===== config.mk =====
export PLATFORM = sky130hd
export DESIGN_NAME = median_window_feeder
export DESIGN_NICKNAME = d
export VERILOG_FILES = /design/src/rtl/median_window_feeder.sv
export SDC_FILE = /design/constraint.sdc
export NUM_CORES = 1
export LEC_CHECK = 0
export CAP_MARGIN = 10
export CORE_ASPECT_RATIO = 1.2
export CORE_MARGIN = 4
export CORE_UTILIZATION = 25
export CTS_CLUSTER_DIAMETER = 200
export DETAILED_ROUTE_END_ITERATION = 7
export SLEW_MARGIN = 20
export SYNTH_ARGS = -nofsm -noshare
export SYNTH_HDL_FRONTEND = slang
export SYNTH_SLANG_ARGS = --single-unit

===== constraint.sdc =====
create_clock -name clk -period 1.9 [get_ports clk]
set_input_delay 0.38 -clock clk [delete_from_list [all_inputs] [get_ports clk]]
set_output_delay 0.38 -clock clk [all_outputs]
set_load 0.005 [all_outputs]

===== src/rtl/median_window_feeder.sv =====
// Three-tap sample window feeding an external 3-input median stage.
// Registers the returned median one cycle after each window update and flushes the window on idle timeout.
module median_window_feeder #(
  parameter int WIDTH          = 20,
  parameter int TIMEOUT_CYCLES = 1000000
) (
  input  logic             clk,
  input  logic             reset_n,
  input  logic [WIDTH-1:0] sample_in,
  input  logic             sample_valid,
  input  logic             flush,
  output logic [WIDTH-1:0] tap0,
  output logic [WIDTH-1:0] tap1,
  output logic [WIDTH-1:0] tap2,
  input  logic [WIDTH-1:0] median_in,
  output logic             window_valid,
  output logic [WIDTH-1:0] filtered_out,
  output logic             filtered_valid,
  output logic             stale,
  output logic [1:0]       fill_level
);

  localparam int CNT_W = (TIMEOUT_CYCLES > 1) ? $clog2(TIMEOUT_CYCLES) : 1;
  localparam logic [CNT_W-1:0] CNT_LAST = CNT_W'(TIMEOUT_CYCLES - 1);

  typedef enum logic [1:0] {
    EMPTY = 2'd0,
    ONE   = 2'd1,
    TWO   = 2'd2,
    FULL  = 2'd3
  } fill_state_e;

  fill_state_e      state_q, state_d, base_state_s;
  logic [WIDTH-1:0] tap0_q, tap0_d, tap1_q, tap1_d, tap2_q, tap2_d;
  logic [WIDTH-1:0] base_tap0_s, base_tap1_s;
  logic [WIDTH-1:0] filt_q, filt_d;
  logic             pending_q, pending_d;
  logic             fvalid_q, fvalid_d;
  logic             stale_q, stale_d;
  logic             wvalid_q, wvalid_d;
  logic [CNT_W-1:0] idle_q, idle_d;
  logic             timeout_s;
  logic             clear_s;

  // Next-state logic: a flush (external or timeout) is applied first, then any accepted sample shifts in.
  always_comb begin
    state_d      = state_q;
    tap0_d       = tap0_q;
    tap1_d       = tap1_q;
    tap2_d       = tap2_q;
    pending_d    = 1'b0;
    idle_d       = idle_q;
    filt_d       = filt_q;
    fvalid_d     = 1'b0;
    stale_d      = 1'b0;
    wvalid_d     = 1'b0;
    base_state_s = state_q;
    base_tap0_s  = tap0_q;
    base_tap1_s  = tap1_q;

    // A sample arriving on the timeout cycle wins over the timeout.
    timeout_s = (state_q != EMPTY) && (idle_q == CNT_LAST) && !sample_valid;
    clear_s   = flush || timeout_s;

    if (clear_s) begin
      base_state_s = EMPTY;
      base_tap0_s  = {WIDTH{1'b0}};
      base_tap1_s  = {WIDTH{1'b0}};
    end else begin
      base_state_s = state_q;
      base_tap0_s  = tap0_q;
      base_tap1_s  = tap1_q;
    end

    if (sample_valid) begin
      tap0_d = sample_in;
      tap1_d = base_tap0_s;
      tap2_d = base_tap1_s;
      idle_d = {CNT_W{1'b0}};
      case (base_state_s)
        EMPTY:   state_d = ONE;
        ONE:     state_d = TWO;
        default: state_d = FULL;
      endcase
      pending_d = (base_state_s == TWO) || (base_state_s == FULL);
    end else begin
      state_d   = base_state_s;
      tap0_d    = base_tap0_s;
      tap1_d    = base_tap1_s;
      tap2_d    = clear_s ? {WIDTH{1'b0}} : tap2_q;
      pending_d = 1'b0;
      if (clear_s || (base_state_s == EMPTY)) begin
        idle_d = {CNT_W{1'b0}};
      end else begin
        idle_d = idle_q + {{(CNT_W-1){1'b0}}, 1'b1};
      end
    end

    // A flush discards a pending median capture; filtered_out keeps its old value.
    if (pending_q && !clear_s) begin
      fvalid_d = 1'b1;
      filt_d   = median_in;
    end else begin
      fvalid_d = 1'b0;
      filt_d   = filt_q;
    end

    stale_d  = timeout_s && !flush;
    wvalid_d = (state_d == FULL);
  end

  // State and output registers with asynchronous clear.
  always_ff @(posedge clk or negedge reset_n) begin
    if (!reset_n) begin
      state_q   <= EMPTY;
      tap0_q    <= {WIDTH{1'b0}};
      tap1_q    <= {WIDTH{1'b0}};
      tap2_q    <= {WIDTH{1'b0}};
      pending_q <= 1'b0;
      idle_q    <= {CNT_W{1'b0}};
      filt_q    <= {WIDTH{1'b0}};
      fvalid_q  <= 1'b0;
      stale_q   <= 1'b0;
      wvalid_q  <= 1'b0;
    end else begin
      state_q   <= state_d;
      tap0_q    <= tap0_d;
      tap1_q    <= tap1_d;
      tap2_q    <= tap2_d;
      pending_q <= pending_d;
      idle_q    <= idle_d;
      filt_q    <= filt_d;
      fvalid_q  <= fvalid_d;
      stale_q   <= stale_d;
      wvalid_q  <= wvalid_d;
    end
  end

  assign tap0           = tap0_q;
  assign tap1           = tap1_q;
  assign tap2           = tap2_q;
  assign window_valid   = wvalid_q;
  assign filtered_out   = filt_q;
  assign filtered_valid = fvalid_q;
  assign stale          = stale_q;
  assign fill_level     = state_q;

endmodule


Word level (Yosys, flattened, before mapping)
Index checks and enable logic that the tools add are counted.

word-level totals
  bits in registers = 106
  input bits = 44
  word-level logic and storage cells = 42

operators by class
  add/sub/neg operators = 1
  equal/unequal tests = 5
  mux-type cells = 13
  reductions and logical operators = 13

operators by type and width
  kind                                           count
  two-way mux 20 bit                             8
  adder 20 x 1 -> 20 bit, second input constant  1
  == test 20 bit, second input constant          1
  == test 2 bit, second input constant           3
  logical AND 1 bit                              4
  two-way mux 2 bit                              2
  one-hot mux 2 bit (2 select lines)             1
  nonzero test 2 bit                             2
  logical NOT 1 bit                              3
  logical OR 1 bit                               3
  == test 2 x 1 -> 1 bit, second input constant  1
  logical NOT 2 bit                              1
  two-way mux 1 bit                              2

Logic depth before layout (Yosys ltp)
Gate-level depths: netlist (run 1).

  depth after elaboration = 9
  gate-level depth with buffers = 6
  depth with buffers taken out = 5

Worst setup path after synthesis (run 1)
Ideal clock, no wire load.

  path kind = register to register
  start = reg idle_q[0]
  end = reg filt_q[0] (netlist: filtered_out[0])
  data arrival time = 1.813 ns
  required time = 1.775 ns
  setup slack = -0.038 ns
  stages on the path, launching flop included = 7
  buffers on the path = 1
  period minus slack after synthesis = 1.938 ns
  path through = dfrtp_1 -> ha_1 -> and4_1 -> nand4b_1 -> o211ai_2 -> buf_4 -> mux2_2

between the ends
  cells in the longest elaborated chain, start to end = 6

ends and longest elaborated chain
  what                            line  source
  from (decl)                     41    logic [CNT_W-1:0] idle_q, idle_d;
  from (signal assigned)          120   idle_q <= {CNT_W{1'b0}};
  from (signal assigned)          131   idle_q <= idle_d;
  == test 20 bit                  62    timeout_s = (state_q != EMPTY) && (idle_q == CNT_LAST) && !sample_valid;
  logical AND 1 bit (2 in a row)  62
  logical OR 1 bit                63    clear_s = flush || timeout_s;
  logical NOT 1 bit               100   if (pending_q && !clear_s) begin
  logical AND 1 bit               100
  to (signal assigned)            121   filt_q <= {WIDTH{1'b0}};
  to (signal assigned)            132   filt_q <= filt_d;
  to (decl)                       36    logic [WIDTH-1:0] filt_q, filt_d;

No other way between the ends.
A chain may end at the register's enable or synchronous reset.

Worst setup path after layout (run 1)
  start = reg idle_q[0]
  end = reg filt_q[10] (netlist: filtered_out[10])

The elaborated chain is that of the path after synthesis.

==> results of run 1 <==
worst paths after layout:
kind                                          to  cells past startpoint
worst max-delay path            filtered_out[10]                      6
worst min-delay path                  idle_q[19]                      2
worst max register to register  filtered_out[10]                      6
worst min register to register         idle_q[0]                      1
max in group asynchronous        filtered_out[1]                      3
min in group clk                       idle_q[0]                      1
critical path: stages (launching register included):
cell                       delay [ns]
sky130_fd_sc_hd__dfrtp_1         0.38
sky130_fd_sc_hd__ha_1            0.18
sky130_fd_sc_hd__and4_4          0.26
sky130_fd_sc_hd__nand4b_1        0.14
sky130_fd_sc_hd__o211ai_2        0.22
sky130_fd_sc_hd__buf_12          0.19
sky130_fd_sc_hd__mux2_2          0.35
logic make-up after synthesis:
kind of cell / share of synthesized area [%]
AOI/OAI and AO/OA: 4.99
xor gates and xnor gates: 2.18
adders and majority gates: 0.283
buffers and inverters: 2.52
DFF: 60.1
muxes: 14.4
and+or+nand+nor: 15.5
power groups by stage:
| stage | clock network, uW | logic, uW | registers, uW |
|---|---|---|---|
| detailed placement | 0 | 873 | 2610 |
| finish | 1730 | 882 | 2570 |
| global route | 1910 | 969 | 2590 |
| floorplan | 0 | 262 | 2610 |
| global placement | 0 | 865 | 2600 |
| CTS | 1820 | 876 | 2570 |
sequential cells by signal, summed over array words and instances, names as in the netlist:
name            flops
filtered_valid      1
tap0               20
stale               1
fill_level          2
window_valid        1
filtered_out       20
idle_q             20
tap1               20
pending_q           1
tap2               20
layer usage:
layer	vias up	GRT usage (%)	wire [um]
met1	1601	14.1	4880
met4	0	3.75	154
met2	102	16.7	5260
li1	1568	-	-
met3	13	3.30	722
met5	-	0	0
area by class of cell:
type | count | share of cell area [%]
clock inverters | 4 | 0.427
flip-flops and latches | 106 | 41.2
multi-input cells | 251 | 25.9
inverters | 7 | 0.408
well taps | 216 | 4.20
clock buffers | 12 | 3.83
repair buffers | 147 | 24.0
synthesized netlist by cell type, types with 4 or more instances:
library cell               count  area (um2)
sky130_fd_sc_hd__nor2_1       59         221
sky130_fd_sc_hd__nand3_1       7        35.0
sky130_fd_sc_hd__xor2_1        5        43.8
sky130_fd_sc_hd__nand2b_1     21         131
sky130_fd_sc_hd__clkbuf_1     14        52.6
sky130_fd_sc_hd__mux2_2       21         236
sky130_fd_sc_hd__nand2_1      25        93.8
sky130_fd_sc_hd__nor3_1        4        20.0
sky130_fd_sc_hd__xnor2_1       6        52.6
sky130_fd_sc_hd__inv_1         7        26.3
sky130_fd_sc_hd__or3_1         5        31.3
sky130_fd_sc_hd__dfrtp_1     106        2650
sky130_fd_sc_hd__mux2i_1      40         400
sky130_fd_sc_hd__a21oi_1       7        35.0
sky130_fd_sc_hd__o21ai_0      25         125
stage by stage:
step                TNS (ns)  hold slack [ns]  util, %  cells
finish                     0            0.470     37.6    743
global route           -1.34            0.476     37.6    743
CTS                 -0.00664            0.464     37.0    739
detailed placement   -0.0198            0.291     35.4    722
global placement           0            0.289     35.4    722
floorplan                  0           0.0844        -    384
timing repair:
action / in CTS / in global routing
hold buffers: 1 / 0
setup buffers: 0 / 1
endpoints found under the hold margin: 17 / 0
setup endpoints to repair: 3 / 101
pin swaps: 0 / 2
gates cloned: 0 / 3
resized for setup: 0 / 5
==> report_table.html, run 1 <==
<table>
<tr><th>Metric</th><th>Value</th></tr>
<tr><th colspan="2">Placement</th></tr>
<tr><td>DP HPWL</td><td>7.33 mm</td></tr>
<tr><td>Count of buffers inserted at the top-level ports</td><td>128</td></tr>
<tr><td>Setup WS pre-CTS</td><td>-0.0176 ns</td></tr>
<tr><td>Weighted congestion at the end of routability-driven global placement</td><td>0.731</td></tr>
<tr><td>Area of placed instances</td><td>6050 um2</td></tr>
<tr><th colspan="2">Clocking</th></tr>
<tr><td>Clock H-tree levels</td><td>3</td></tr>
<tr><td>Max Buffers Root-to-Sink</td><td>2</td></tr>
<tr><td>Root buf cell</td><td>sky130_fd_sc_hd__clkbuf_16</td></tr>
<tr><td>Insertion delay of the later-clocked pin in the worst-skew pair</td><td>0.34 ns</td></tr>
<tr><td>Clock Sink Count</td><td>106</td></tr>
<tr><td>Clock buffer count from CTS</td><td>9</td></tr>
<tr><td>Post-CTS clock slew at the launch and capture registers of the worst setup and hold paths</td><td>0.07 ns</td></tr>
<tr><td>CTS tree</td><td>yes</td></tr>
<tr><th colspan="2">Layout</th></tr>
<tr><td>Fill cells</td><td>1,637</td></tr>
<tr><td>Number of nets in the layout</td><td>567</td></tr>
<tr><td>Highest-count cells in the layout ignoring fill and taps</td><td>sky130_fd_sc_hd__clkdlybuf4s50_1, sky130_fd_sc_hd__dfrtp_1, sky130_fd_sc_hd__nor2_1</td></tr>
<tr><td>Most common cell after layout, fill and taps aside</td><td>sky130_fd_sc_hd__clkdlybuf4s50_1</td></tr>
<tr><td>Combined flip-flop and latch cell area</td><td>around 2700 um2</td></tr>
<tr><td>Number of antenna repair diodes</td><td>0</td></tr>
<tr><td>Share of final-layout standard cells stronger than drive strength 1</td><td>12.7%</td></tr>
<tr><td>Post-route cell area</td><td>6440 um2</td></tr>
<tr><td>Area of the multi-input gates</td><td>1670 um2</td></tr>
<tr><td>Syn-to-layout area delta</td><td>45.9%</td></tr>
<tr><th colspan="2">Floorplanning</th></tr>
<tr><td>Die height</td><td>154 um</td></tr>
<tr><td>Boundary pin count</td><td>129</td></tr>
<tr><td>X dimension of the die</td><td>about 130 um</td></tr>
<tr><td>Row Count</td><td>52</td></tr>
<tr><td>Effective utilization at floorplan</td><td>between 20% and 30%</td></tr>
<tr><td>Core footprint</td><td>17,100 um2</td></tr>
<tr><td>Die area</td><td>19,900 um2</td></tr>
<tr><th colspan="2">STA</th></tr>
<tr><td>Hold Fails Final Rpt</td><td>0</td></tr>
<tr><td>Setup ws final</td><td>between 0.05 and 0.06 ns</td></tr>
<tr><td>Slew margin rel.</td><td>between 60% and 70%</td></tr>
<tr><td>Maximum operating frequency</td><td>between 500 and 600 MHz</td></tr>
<tr><td>Slew of the pin with the lowest slew margin</td><td>just under 0.5 ns</td></tr>
<tr><td>Period minus WS final</td><td>~1.8 ns</td></tr>
<tr><td>Final setup vio count</td><td>0</td></tr>
<tr><td>Setup Skew</td><td>0.00967 ns</td></tr>
<tr><td>Number of pins with negative max-slew slack in the final report</td><td>0</td></tr>
<tr><td>Crit share post-route</td><td>97.3%</td></tr>
<tr><td>Setup repair after global routing missed its margin</td><td>yes</td></tr>
<tr><th colspan="2">Power</th></tr>
<tr><td>Sw Ratio</td><td>23.8%</td></tr>
<tr><td>Power consumption</td><td>between 5000 and 6000 uW</td></tr>
<tr><td>Power per standard cell area</td><td>804 nW/um2</td></tr>
<tr><td>Worst supply voltage drop on vdd</td><td>394 uV</td></tr>
<tr><td>Combinational cell fraction of total power</td><td>17.0%</td></tr>
<tr><td>LEAKAGE</td><td>0.00281 uW</td></tr>
<tr><td>Sequential group share of total power</td><td>49.5%</td></tr>
<tr><td>Internal Pwr Total</td><td>3950 uW</td></tr>
<tr><td>Switching power summed over all nets</td><td>1230 uW</td></tr>
<tr><td>Clk network pwr share</td><td>33.4%</td></tr>
<tr><th colspan="2">Worst setup path</th></tr>
<tr><td>Worst reg2reg path startpoint</td><td>idle_q[0]</td></tr>
<tr><td>Required time of the worst setup path</td><td>~2.1 ns</td></tr>
<tr><td>Setup crit start kind</td><td>flop</td></tr>
<tr><td>Start point of the critical path</td><td>idle_q[0]</td></tr>
<tr><td>Startpoint-to-endpoint class of the critical path</td><td>reg2reg</td></tr>
<tr><td>Nature of the critical path endpoint</td><td>flop</td></tr>
<tr><td>Slack of the worst reg-to-reg path</td><td>between 0.05 and 0.06 ns</td></tr>
<tr><td>Maximum fanout along the worst path</td><td>21</td></tr>
<tr><td>Data arrival time at the worst-slack endpoint</td><td>about 2.1 ns</td></tr>
<tr><th colspan="2">Synth</th></tr>
<tr><td>Synth Flop Type</td><td>sky130_fd_sc_hd__dfrtp_1</td></tr>
<tr><td>Area of the mapped netlist</td><td>4410 um2</td></tr>
<tr><td>Mapped Cells</td><td>384</td></tr>
<tr><td>Fraction of registers with async set or reset after synthesis</td><td>100%</td></tr>
<tr><td>Portion of the post-synthesis area used by sequential elements</td><td>60.1%</td></tr>
<tr><td>Number of warnings issued by yosys</td><td>0</td></tr>
<tr><td>Avg Inst Size Synth</td><td>~11 um2</td></tr>
<tr><td>Net count after synthesis</td><td>429</td></tr>
<tr><td>Number of distinct library cell variants in the gate-level netlist after synthesis</td><td>38</td></tr>
<tr><td>Register bit count reported by yosys</td><td>106</td></tr>
<tr><td>Number of enable flip-flop cells after synthesis</td><td>0</td></tr>
<tr><th colspan="2">Hold path</th></tr>
<tr><td>Worst hold path class</td><td>in2async</td></tr>
<tr><th colspan="2">Detailed routing</th></tr>
<tr><td>Total number of vias</td><td>around 3,300</td></tr>
<tr><td>Number of design rule violations left after detail routing</td><td>0</td></tr>
<tr><td>Pre-antenna DRT Iters</td><td>6</td></tr>
<tr><td>Number of violations reported at the end of detailed-routing iteration 0</td><td>about 110</td></tr>
<tr><td>Final antenna-violating net count</td><td>0</td></tr>
<tr><td>Vias per inst</td><td>approximately 4.4</td></tr>
<tr><td>Detailed-route wire length</td><td>11.0 mm</td></tr>
<tr><td>Average wire per standard cell</td><td>approximately 15 um</td></tr>
<tr><th colspan="2">GRT</th></tr>
<tr><td>Initial antenna violation count</td><td>0</td></tr>
<tr><td>Total overflow reported by the global router</td><td>0</td></tr>
<tr><td>Overall global routing resource usage</td><td>10.7%</td></tr>
<tr><td>Maximum number of pins on one net before global-route repair</td><td>87</td></tr>
<tr><td>Number of global-route vias before repair</td><td>3,474</td></tr>
<tr><td>First-pass GRT wire length</td><td>between 15 and 20 mm</td></tr>
<tr><th colspan="2">Run status</th></tr>
<tr><td>Result of the run</td><td>complete, no violations</td></tr>
<tr><th colspan="2">Flow run</th></tr>
<tr><td>Max Cap Viol</td><td>0</td></tr>
</table>
Power figures use the tool's default switching activity.
==> run 2, diff against run 1 <==
Settings changed: DONT_BUFFER_PORTS set to 1.
==> report_table.html, run 2 (synthesis results as in run 1) <==
<table>
<tr><th>Metric</th><th>Value</th></tr>
<tr><th colspan="2">STA</th></tr>
<tr><td>Slew margin rel.</td><td>80.9% (+13 points)</td></tr>
<tr><td>Period minus WS final</td><td>1.82 ns (-0.0303 ns)</td></tr>
<tr><td>Setup repair after global routing missed its margin</td><td>no</td></tr>
<tr><td>Setup TNS</td><td>0 ns (unchanged)</td></tr>
<tr><td>Slew of the pin with the lowest slew margin</td><td>0.284 ns (-0.200 ns)</td></tr>
<tr><td>Final setup vio count</td><td>0 (unchanged)</td></tr>
<tr><td>Setup ws final</td><td>0.0817 ns (+0.0303 ns)</td></tr>
<tr><td>Crit share post-route</td><td>95.7% (-1.6 points)</td></tr>
<tr><td>Worst slack on hold paths</td><td>-0.272 ns (-0.741 ns)</td></tr>
<tr><td>Number of pins with negative max-slew slack in the final report</td><td>0 (unchanged)</td></tr>
<tr><td>Setup Skew</td><td>0.00994 ns (+0.000272 ns)</td></tr>
<tr><td>Hold Fails Final Rpt</td><td>106 (+106)</td></tr>
<tr><td>Maximum operating frequency</td><td>550 MHz (+1.7%)</td></tr>
<tr><th colspan="2">Detailed routing</th></tr>
<tr><td>Number of design rule violations left after detail routing</td><td>0 (unchanged)</td></tr>
<tr><td>Pre-antenna DRT Iters</td><td>4 (-2)</td></tr>
<tr><td>Vias per inst</td><td>4.59 (+3.8%)</td></tr>
<tr><td>Number of violations reported at the end of detailed-routing iteration 0</td><td>161 (+41%)</td></tr>
<tr><td>Total number of vias</td><td>2,841 (-13%)</td></tr>
<tr><td>Average wire per standard cell</td><td>15.6 um (+5.4%)</td></tr>
<tr><td>Final antenna-violating net count</td><td>0 (unchanged)</td></tr>
<tr><td>Detailed-route wire length</td><td>9.67 mm (-12%)</td></tr>
<tr><th colspan="2">Worst setup path</th></tr>
<tr><td>Required time of the worst setup path</td><td>2.17 ns (+0.04 ns)</td></tr>
<tr><td>Slack of the worst reg-to-reg path</td><td>0.08 ns (+0.03 ns)</td></tr>
<tr><td>Data arrival time at the worst-slack endpoint</td><td>2.09 ns (+0.02 ns)</td></tr>
<tr><td>Startpoint-to-endpoint class of the critical path</td><td>reg2reg</td></tr>
<tr><td>Reg-to-reg endpoint</td><td>idle_q[19]</td></tr>
<tr><td>Worst reg2reg path startpoint</td><td>idle_q[8]</td></tr>
<tr><td>Length in cells of the worst reg-to-reg path</td><td>4 (-2)</td></tr>
<tr><td>Nature of the critical path endpoint</td><td>flop</td></tr>
<tr><td>Maximum fanout along the worst path</td><td>8 (-62%)</td></tr>
<tr><td>Setup crit start kind</td><td>flop</td></tr>
<tr><th colspan="2">Layout</th></tr>
<tr><td>Number of antenna repair diodes</td><td>0 (unchanged)</td></tr>
<tr><td>Area of the multi-input gates</td><td>1670 um2 (-0.22%)</td></tr>
<tr><td>Final std cells w/o fill</td><td>619 (-17%)</td></tr>
<tr><td>Share of final-layout standard cells stronger than drive strength 1</td><td>17.9% (+5.2 points)</td></tr>
<tr><td>Most common cell after layout, fill and taps aside</td><td>sky130_fd_sc_hd__dfrtp_1</td></tr>
<tr><td>Highest-count cells in the layout ignoring fill and taps</td><td>sky130_fd_sc_hd__dfrtp_1, sky130_fd_sc_hd__nor2_1, sky130_fd_sc_hd__mux2i_1</td></tr>
<tr><td>Syn-to-layout area delta</td><td>17.3%</td></tr>
<tr><td>Fill cells</td><td>1,704 (+4.1%)</td></tr>
<tr><td>Combined flip-flop and latch cell area</td><td>2650 um2 (unchanged)</td></tr>
<tr><td>Number of nets in the layout</td><td>443 (-22%)</td></tr>
<tr><th colspan="2">GRT</th></tr>
<tr><td>Number of global-route vias before repair</td><td>2,997 (-14%)</td></tr>
<tr><td>Maximum number of pins on one net before global-route repair</td><td>107 (+23%)</td></tr>
<tr><td>First-pass GRT wire length</td><td>15.6 mm (-11%)</td></tr>
<tr><td>Initial antenna violation count</td><td>0 (unchanged)</td></tr>
<tr><td>Overall global routing resource usage</td><td>9.66% (-1.1 points)</td></tr>
<tr><td>Total overflow reported by the global router</td><td>0 (unchanged)</td></tr>
<tr><th colspan="2">Floorplanning</th></tr>
<tr><td>Row Count</td><td>52 (unchanged)</td></tr>
<tr><td>Die height</td><td>154 um (unchanged)</td></tr>
<tr><td>Effective utilization at floorplan</td><td>25.8% (unchanged)</td></tr>
<tr><td>Core footprint</td><td>17,100 um2 (unchanged)</td></tr>
<tr><td>Die area</td><td>19,900 um2 (unchanged)</td></tr>
<tr><td>X dimension of the die</td><td>129 um (unchanged)</td></tr>
<tr><td>Boundary pin count</td><td>129 (unchanged)</td></tr>
<tr><th colspan="2">Placement</th></tr>
<tr><td>Count of buffers inserted at the top-level ports</td><td>0 (-100%)</td></tr>
<tr><td>Setup WS pre-CTS</td><td>-0.0205 ns (-0.00291 ns)</td></tr>
<tr><td>DP HPWL</td><td>6.42 mm (-12%)</td></tr>
<tr><td>Inst Count DP</td><td>596 (-17%)</td></tr>
<tr><td>Weighted congestion at the end of routability-driven global placement</td><td>0.724 (-0.92%)</td></tr>
<tr><th colspan="2">Clocking</th></tr>
<tr><td>Max Buffers Root-to-Sink</td><td>2 (unchanged)</td></tr>
<tr><td>Post-CTS clock slew at the launch and capture registers of the worst setup and hold paths</td><td>0.07 ns (about the same)</td></tr>
<tr><td>Root buf cell</td><td>sky130_fd_sc_hd__clkbuf_16</td></tr>
<tr><td>Clock buffer count from CTS</td><td>9 (unchanged)</td></tr>
<tr><td>CTS tree</td><td>yes</td></tr>
<tr><td>Clock H-tree levels</td><td>3 (unchanged)</td></tr>
<tr><td>Clock Sink Count</td><td>106 (unchanged)</td></tr>
<tr><td>Insertion delay of the later-clocked pin in the worst-skew pair</td><td>0.34 ns (about the same)</td></tr>
<tr><th colspan="2">Run status</th></tr>
<tr><td>Result of the run</td><td>complete, but fails checks</td></tr>
<tr><td>Violations in the final reports</td><td>hold timing</td></tr>
<tr><th colspan="2">Flow run</th></tr>
<tr><td>Max Cap Viol</td><td>0 (unchanged)</td></tr>
<tr><th colspan="2">Power</th></tr>
<tr><td>Power per standard cell area</td><td>943 nW/um2 (+17%)</td></tr>
<tr><td>Worst supply voltage drop on vdd</td><td>416 uV (+5.6%)</td></tr>
<tr><td>Power consumption</td><td>4880 uW (-5.7%)</td></tr>
<tr><td>LEAKAGE</td><td>0.00236 uW (-16%)</td></tr>
<tr><th colspan="2">Hold path</th></tr>
<tr><td>Worst hold path class</td><td>in2async</td></tr>
</table>
run 2: cell count changes in the layout (fill, tap and decap cells not counted), sizes merged:
cell	before	now
clkinv	1	2
clkdlybuf4s50	126	0
buf	18	21
dlygate4sd3	1	0
clkinvlp	3	0
clkbuf	14	11
clkdlybuf4s15	0	1
bufinv	0	1
inv	7	10
run 2: worst max-delay path by stage:
stage | from | end | slack, ns | depth (start not counted)
finish | idle_q[8] | idle_q[19] | 0.08 | 4
detailed placement | idle_q[8] | idle_q[19] | -0.02 | 4
global route | idle_q[1] | idle_q[7] | 0.003 | 7
floorplan | idle_q[0] | filtered_out[0] | 0.01 | 6
CTS | idle_q[0] | tap0[6] | 0.008 | 7
global placement | idle_q[8] | idle_q[19] | 0.03 | 4
run 2: area by class of cell:
class / instances / share of cell area, %
well taps: 216 / 5.22
clock buffers: 10 / 4.62
inverters: 7 / 0.507
multi-input cells: 251 / 32.2
flip-flops and latches: 106 / 51.2
clock inverters: 6 / 1.62
repair buffers: 23 / 4.62
run 2: routing by layer:
metal / GRT usage [%] / vias to the layer above / share of wire, %
met3: 3.78 / 9 / 9.0
met5: 0 / - / 0
met4: 3.00 / 0 / 1.2
met1: 11.7 / 1407 / 40
li1: - / 1322 / -
met2: 15.8 / 103 / 50
run 2: repair_timing:
item | 4_1_cts | 5_1_grt
cloned | 0 | 2
setup endpoints to repair | 1 | 85
pin swaps | 0 | 2
setup buffers | 0 | 5
gates resized for setup | 1 | 3
hold endpoints to repair | 106 | 106
run 2: report_power, final:
| group | internal (uW) | switching, uW |
|---|---|---|
| Clock | 1090 | 874 |
| Combinational | 189 | 121 |
| Sequential | 2440 | 164 |
run 2: worst max-delay path, cell delays in order (launching register included):
cell,delay [ns]
sky130_fd_sc_hd__dfrtp_1,0.44
sky130_fd_sc_hd__nand4_2,0.14
sky130_fd_sc_hd__or4_4,0.59
sky130_fd_sc_hd__or4_4,0.44
sky130_fd_sc_hd__a21oi_2,0.15
run 2: stage by stage:
stage,util (%),area [um2]
finish,30.3,5180
global route,30.3,5180
CTS,29.7,5080
detailed placement,27.8,4750
global placement,27.8,4750
floorplan,-,4420
